`src/rtl/if_seq_unit.sv`:
```
// if_seq_unit: sequential compare/branch datapath with an iterative restoring divider on the A==B path.
// Defining IF_SEQ_ACCUM_EN adds an output-handshake accumulator (ACC_CLR / ACC ports).
module if_seq_unit #(
  parameter int WIDTH     = 8,
  parameter int BIAS      = 1,
  parameter int FINAL_DEC = 1
) (
  input  logic             CLK,
  input  logic             RST,
  input  logic             IN_VALID,
  output logic             IN_READY,
  input  logic [WIDTH-1:0] A,
  input  logic [WIDTH-1:0] B,
  output logic             OUT_VALID,
  input  logic             OUT_READY,
  output logic [WIDTH-1:0] XOUT,
  output logic             DIV_ZERO
`ifdef IF_SEQ_ACCUM_EN
  ,
  input  logic             ACC_CLR,
  output logic [WIDTH-1:0] ACC
`endif
);

  localparam int CW = $clog2(WIDTH) + 1;
  localparam logic [WIDTH-1:0] BIAS_W    = WIDTH'(BIAS);
  localparam logic [WIDTH-1:0] DEC_W     = WIDTH'(FINAL_DEC);
  localparam logic [CW-1:0]    LAST_STEP = CW'(WIDTH - 1);

  typedef enum logic [2:0] {
    IDLE = 3'd0,
    CALC = 3'd1,
    DIV  = 3'd2,
    FIN  = 3'd3,
    DONE = 3'd4
  } state_t;

  state_t           state_r;
  logic [WIDTH-1:0] a_r, b_r, t_r, rem_r, xout_r;
  logic [CW-1:0]    cnt_r;
  logic             in_ready_r, out_valid_r, div_zero_r;

  logic [WIDTH:0]   rem_shift_s;
  logic [WIDTH-1:0] rem_next_s;
  logic             q_bit_s;
  logic             eq_s;

  // Stages 1-3 for unequal operands; every step wraps modulo 2^WIDTH.
  function automatic logic [WIDTH-1:0] neq_result(input logic [WIDTH-1:0] a, input logic [WIDTH-1:0] b);
    logic [WIDTH-1:0] t;
    if (a > b) begin
      t = a + a;
      t = t - a;
      t = t - DEC_W;
    end else begin
      t = a - b;
      t = t + a;
    end
    return t;
  endfunction

  // One restoring-divider step: t_r shifts out dividend bits and collects quotient bits.
  always_comb begin
    eq_s        = (a_r == b_r);
    rem_shift_s = {rem_r, t_r[WIDTH-1]};
    if (rem_shift_s >= {1'b0, a_r}) begin
      q_bit_s    = 1'b1;
      rem_next_s = rem_shift_s[WIDTH-1:0] - a_r;
    end else begin
      q_bit_s    = 1'b0;
      rem_next_s = rem_shift_s[WIDTH-1:0];
    end
  end

  // Control FSM with registered handshake and result outputs.
  always_ff @(posedge CLK) begin
    if (RST) begin
      state_r     <= IDLE;
      a_r         <= '0;
      b_r         <= '0;
      t_r         <= '0;
      rem_r       <= '0;
      cnt_r       <= '0;
      in_ready_r  <= 1'b1;
      out_valid_r <= 1'b0;
      xout_r      <= '0;
      div_zero_r  <= 1'b0;
    end else begin
      case (state_r)
        IDLE: begin
          if (IN_VALID) begin
            a_r        <= A;
            b_r        <= B;
            div_zero_r <= 1'b0;
            in_ready_r <= 1'b0;
            state_r    <= CALC;
          end
        end
        CALC: begin
          if (eq_s) begin
            t_r     <= a_r * b_r;
            rem_r   <= '0;
            cnt_r   <= '0;
            state_r <= DIV;
          end else begin
            t_r     <= neq_result(a_r, b_r);
            state_r <= FIN;
          end
        end
        DIV: begin
          t_r   <= {t_r[WIDTH-2:0], q_bit_s};
          rem_r <= rem_next_s;
          cnt_r <= cnt_r + {{(CW-1){1'b0}}, 1'b1};
          if (cnt_r == LAST_STEP) begin
            state_r <= FIN;
          end
        end
        FIN: begin
          // A zero divisor yields an all-ones quotient; the bias add still wraps.
          if (eq_s) begin
            xout_r     <= t_r + BIAS_W;
            div_zero_r <= (a_r == {WIDTH{1'b0}});
          end else begin
            xout_r     <= t_r;
          end
          out_valid_r <= 1'b1;
          state_r     <= DONE;
        end
        DONE: begin
          if (OUT_READY) begin
            out_valid_r <= 1'b0;
            in_ready_r  <= 1'b1;
            state_r     <= IDLE;
          end
        end
        default: begin
          state_r     <= IDLE;
          in_ready_r  <= 1'b1;
          out_valid_r <= 1'b0;
        end
      endcase
    end
  end

  assign IN_READY  = in_ready_r;
  assign OUT_VALID = out_valid_r;
  assign XOUT      = xout_r;
  assign DIV_ZERO  = div_zero_r;

`ifdef IF_SEQ_ACCUM_EN
  logic [WIDTH-1:0] acc_r;
  logic             handshake_s;

  assign handshake_s = (state_r == DONE) && OUT_READY;

  // Accumulates delivered results; clear wins over a coincident handshake.
  always_ff @(posedge CLK) begin
    if (RST) begin
      acc_r <= '0;
    end else if (ACC_CLR) begin
      acc_r <= '0;
    end else if (handshake_s) begin
      acc_r <= acc_r + xout_r;
    end else begin
      acc_r <= acc_r;
    end
  end

  assign ACC = acc_r;
`endif

endmodule
```
`config.mk`:
```
export PLATFORM = sky130hd
export DESIGN_NAME = if_seq_unit
export DESIGN_NICKNAME = d
export VERILOG_FILES = /design/src/rtl/if_seq_unit.sv
export SDC_FILE = /design/constraint.sdc
export NUM_CORES = 1
export LEC_CHECK = 0
export CORE_MARGIN = 3
export CORE_UTILIZATION = 50
export CTS_CLUSTER_DIAMETER = 200
export CTS_CLUSTER_SIZE = 10
export DETAILED_ROUTE_END_ITERATION = 6
export PLACE_DENSITY_LB_ADDON = 0.12
export SLEW_MARGIN = 20
export SYNTH_ARGS = -nofsm -noshare
export SYNTH_HDL_FRONTEND = slang
export SYNTH_SLANG_ARGS = --single-unit
```
`constraint.sdc`:
```
create_clock -name CLK -period 5 [get_ports CLK]
set_input_delay 0.5 -clock CLK [delete_from_list [all_inputs] [get_ports CLK]]
set_output_delay 0.5 -clock CLK [all_outputs]
set_load 0.01 [all_outputs]
```
==> results by stage <==
STA:
- The clock period could shrink to 4120 ps.
- For the pin with the worst max-slew slack, the measured transition is 1010 ps.
- The hold slack is 482 ps.
- Setup violations remaining at the end of the flow were counted as 0.
- The final hold violation count is 0.
- Clock skew on the completed layout was measured at 10.9 ps.
- Setup repair after global routing left no endpoint under its margin.
- In this run the tightest slew margin relative to its limit is 32.3%.
- The final count of pins violating max slew is 0.
- The final clock period utilization by the worst path is 82.4%.
- For this run, the top clock speed supported by timing is 243 MHz.
- The setup TNS is 0 ps.

Finish:
- The growth of design area from synthesis to finish is 11.6%.
- The final cell area excluding filler cells is 4810 µm².
- The sequential cell area is 1000 µm².
- After filler insertion, the fill cell instance count of the layout stands at approximately 770.
- The number of inserted diodes is 0.
- The multi-input logic area is between 3000 and 4000 µm².
- In the final layout, the share of cells above drive strength 1 is 4.83%.
- The count of cells in the finished layout, fillers not included, comes to 664.
- For this run, the post-layout net count is 651.
- At the end of the flow the core is filled with cells to 57.9%.

Route:
- The starting DRC count in detailed routing is ~190.
- The count of nets left with antenna violations once routing finished came out at 0.
- The routed wire length is 9990 µm.
- The first detailed-routing pass ran for 6 iterations.
- The routed layout has 3719 vias.
- The number of remaining DRC errors is 0.
- Dividing the detail-routed wire length by the instance count gives between 15 and 20 µm.
- The number of vias per cell is around 5.6.

GRT:
- The overall overflow remaining after global route is 0.
- The first global-routing pass estimated between 15000 and 20000 µm of wire.
- The initial antenna violation count is 0.
- The overall routing resource usage is 20.8%.
- The number of global-route vias before repair is 3520.
- The largest net degree at the start of global routing is 27.

Synthesis:
- The synthesized netlist devotes between 15 and 20% of its cell area to compound gates.
- The total of flip-flops plus latches after synthesis is 50.
- Each instance of the synthesized netlist takes up on average 8.04 µm².
- The total of warnings raised by yosys is 0.
- The cell count after synthesis is 536.
- After Yosys synthesis, and, or, nand and nor cells account for 17.9% of the synthesized area.
- The synthesized netlist occupies a cell area of 4310 µm².
- The xor/xnor share of the synthesized area is 7.52%.
- The portion of synthesized area spent on multiplexers is under 10%.
- After synthesis, the largest family of logic cells by area is adder cells.
- The commonest cells after synthesis are 68 x nand2_1, 58 x ha_1, 55 x inv_1.
- Summed over its instances, the top area cell type makes up 23.2% of the synthesized netlist area.
- Yosys mapped a number of flops with a built-in enable equal to 0.
- The library cell occupying the most area in the post-synthesis netlist is dfxtp_1.
- After Yosys synthesis, full adders, half adders and majority gates account for 23.8% of the synthesized area.
- The primary flip-flop cell chosen by synthesis mapping is dfxtp_1.
- The share of flip-flops with an asynchronous set or reset is 0%.
- Synthesis produced a netlist with a net count of 629.
- By area the synthesized netlist is led by dfxtp_1 23%, ha_1 17%, fa_1 7.0%.
- The share of the Yosys chip area taken by registers is 23.2%.
- The count of different cell masters after synthesis is 53.
- The most used standard cell by instance count after synthesis is nand2_1.

CTS:
- The number of setup buffers added after CTS is 0.
- The post-cts repair resize count is 0.
- TritonCTS built the clock tree.
- The count of clock tree sinks is 50.
- The H-tree depth is 2.
- For the worst-skew pair, the clock arrives at the later sink with an insertion delay of 310 ps.
- The clock-pin slew of the registers on the worst-case setup and hold paths is around 90 ps.
- In this run, CTS created clock tree buffers numbering 5.
- The root cell of the clock tree is clkbuf_8.
- The number of buffers between clock root and the deepest sink is 2.
- The number of hold buffers added after CTS is 0.

Critical path:
- For the worst flop-to-flop path, the logic depth is 14.
- The largest single stage delay on the critical path is 670 ps.
- The logic depth of the worst path, buffers included is 14.
- The library cell contributing the largest single delay on the critical path is dfxtp_1.
- In this run the worst path has a maximum fanout of 12.
- Data on the critical path arrives at its endpoint at around 4400 ps.
- The cell seen most often among critical-path stages is fa_1.
- At the worst endpoint, the required time is between 5000 and 6000 ps.
- The top cell family by delay on the critical path is adder cells.
- Counting both buffers and inverters, the worst setup path holds a total of 3.
- The sort of element at the end of the critical path is a flip-flop.
- The worst setup path is of the flip-flop to flip-flop kind.
- STA classifies the critical path startpoint as a flip-flop.
- Traced cell by cell, the critical path runs through nand2_1 > fa_1 > fa_1 > inv_1 > fa_1 > inv_1 > fa_1 > inv_1 > ha_1 > a21oi_1 > xnor2_1 > xnor2_1 > a21oi_1 > a211oi_2.
- In this run the register-to-register setup slack is 880 ps.

Floorplan:
- The floorplan die height is 98.8 µm.
- The floorplan step defined a die boundary enclosing 9770 µm².
- In this run the horizontal extent of the chip is 98.8 µm.
- The site row count is 33.
- The starting density of the core is 51.9%.
- Pin placement for this block handled 31 I/O pins.
- After floorplanning, the core was sized to cover 8300 µm².

Placement:
- The quantity of I/O buffers inserted on ports is 30.
- The placed instances occupy a cell area of between 4000 and 5000 µm².
- The HPWL after detailed placement is slightly below 8000 µm.
- The global placement routability congestion is 0.930.
- The cell count after placement is 656.

Pwr:
- Dividing total power by cell area gives a power density of 512 nW/µm².
- For this design the static power due to leakage is 2.05 nW.
- The worst-case IR drop observed on VDD is 0.000287 V.

Status:
- The flow ran to the end, and the final reports show no timing, DRC or antenna violations.

Worst hold path:
- The tightest min-delay check is of the flip-flop to flip-flop type.
- The number of cells traversed by the worst hold path is 2.

Flow run:
- The tool flagged a number of max-cap violations equal to 0.
-- kinds of logic after synthesis --
logic type / count (synthesis)
buffers and inverters: 74
multiplexers: 16
AO/OA/AOI/OAI: 116
flip-flops: 50
AND/OR/NAND/NOR: 170
XOR/XNOR: 37
adder cells (fa/ha/maj): 73
-- flip-flops by register name (all words and copies together) (netlist names) --
signal,cells
cnt_r,4
a_r,8
b_r,8
rem_r,8
IN_READY,1
DIV_ZERO,1
t_r,8
OUT_VALID,1
XOUT,8
state_r,3
-- routing by layer --
metal | vias up | part of all wire, % | track usage [%]
met5 | - | 0 | 0
met4 | 0 | 1.1 | 4.73
met3 | 10 | 4.3 | 3.04
met2 | 94 | 46 | 33.8
met1 | 1749 | 48 | 29.3
li1 | 1866 | - | -
-- layout make-up --
class	instances	area share, %
multi-input cells	412	63.0
flip-flops and latches	50	20.8
repair buffers	34	6.87
inverters	55	4.29
well taps	105	2.73
clock buffers	5	1.43
clock inverters	3	0.833
-- per-stage QoR --
stage | total power [W] | worst slack [ps]
3_5_place_dp | 0.00217 | 866
5_1_grt | 0.00267 | 632
2_1_floorplan | 0.00181 | 1150
6_report | 0.00246 | 878
4_1_cts | 0.00246 | 830
3_3_place_gp | 0.00214 | 929
-- worst reg2reg max path: stages, from the launching register on --
cell and delay (ps):
dfxtp_1 670, nand2_1 160, fa_1 450, fa_1 550, inv_1 50, fa_1 470, inv_1 50, fa_1 520
inv_1 40, ha_1 310, a21oi_1 170, xnor2_1 150, xnor2_1 160, a21oi_1 110, a211oi_2 210
-- power breakdown --
group          switching [W]  internal [W]  total, W
combinational       0.000855      0.000678   0.00153
clock               0.000139      0.000148  0.000287
sequential          0.000145      0.000497  0.000642
total                0.00114       0.00132   0.00246
-- final timing paths --
| kind | startpoint | to |
|---|---|---|
| worst max register to register | a_r[1] | t_r[7] |
| worst max-delay path | a_r[1] | t_r[7] |
| worst min-delay path | b_r[5] | b_r[5] |
| worst min register to register | b_r[5] | b_r[5] |
-- layout by cell type (no fill, tap or decap), types with 5 or more instances in the layout --
cell type and n:
nand2_1 68, ha_1 58, inv_1 55, dfxtp_1 50, nor2_1 50, a21oi_1 47, clkdlybuf4s50_1 30, xnor2_1 28
o21ai_0 23, mux2i_1 15, fa_1 15, nor3_1 11, a211oi_1 11, xor2_1 9, nor2b_1 6, nand4_1 6
nand3_1 6, nand2b_1 6, clkbuf_8 5
Note: power is estimated with default switching activity, not from simulation.
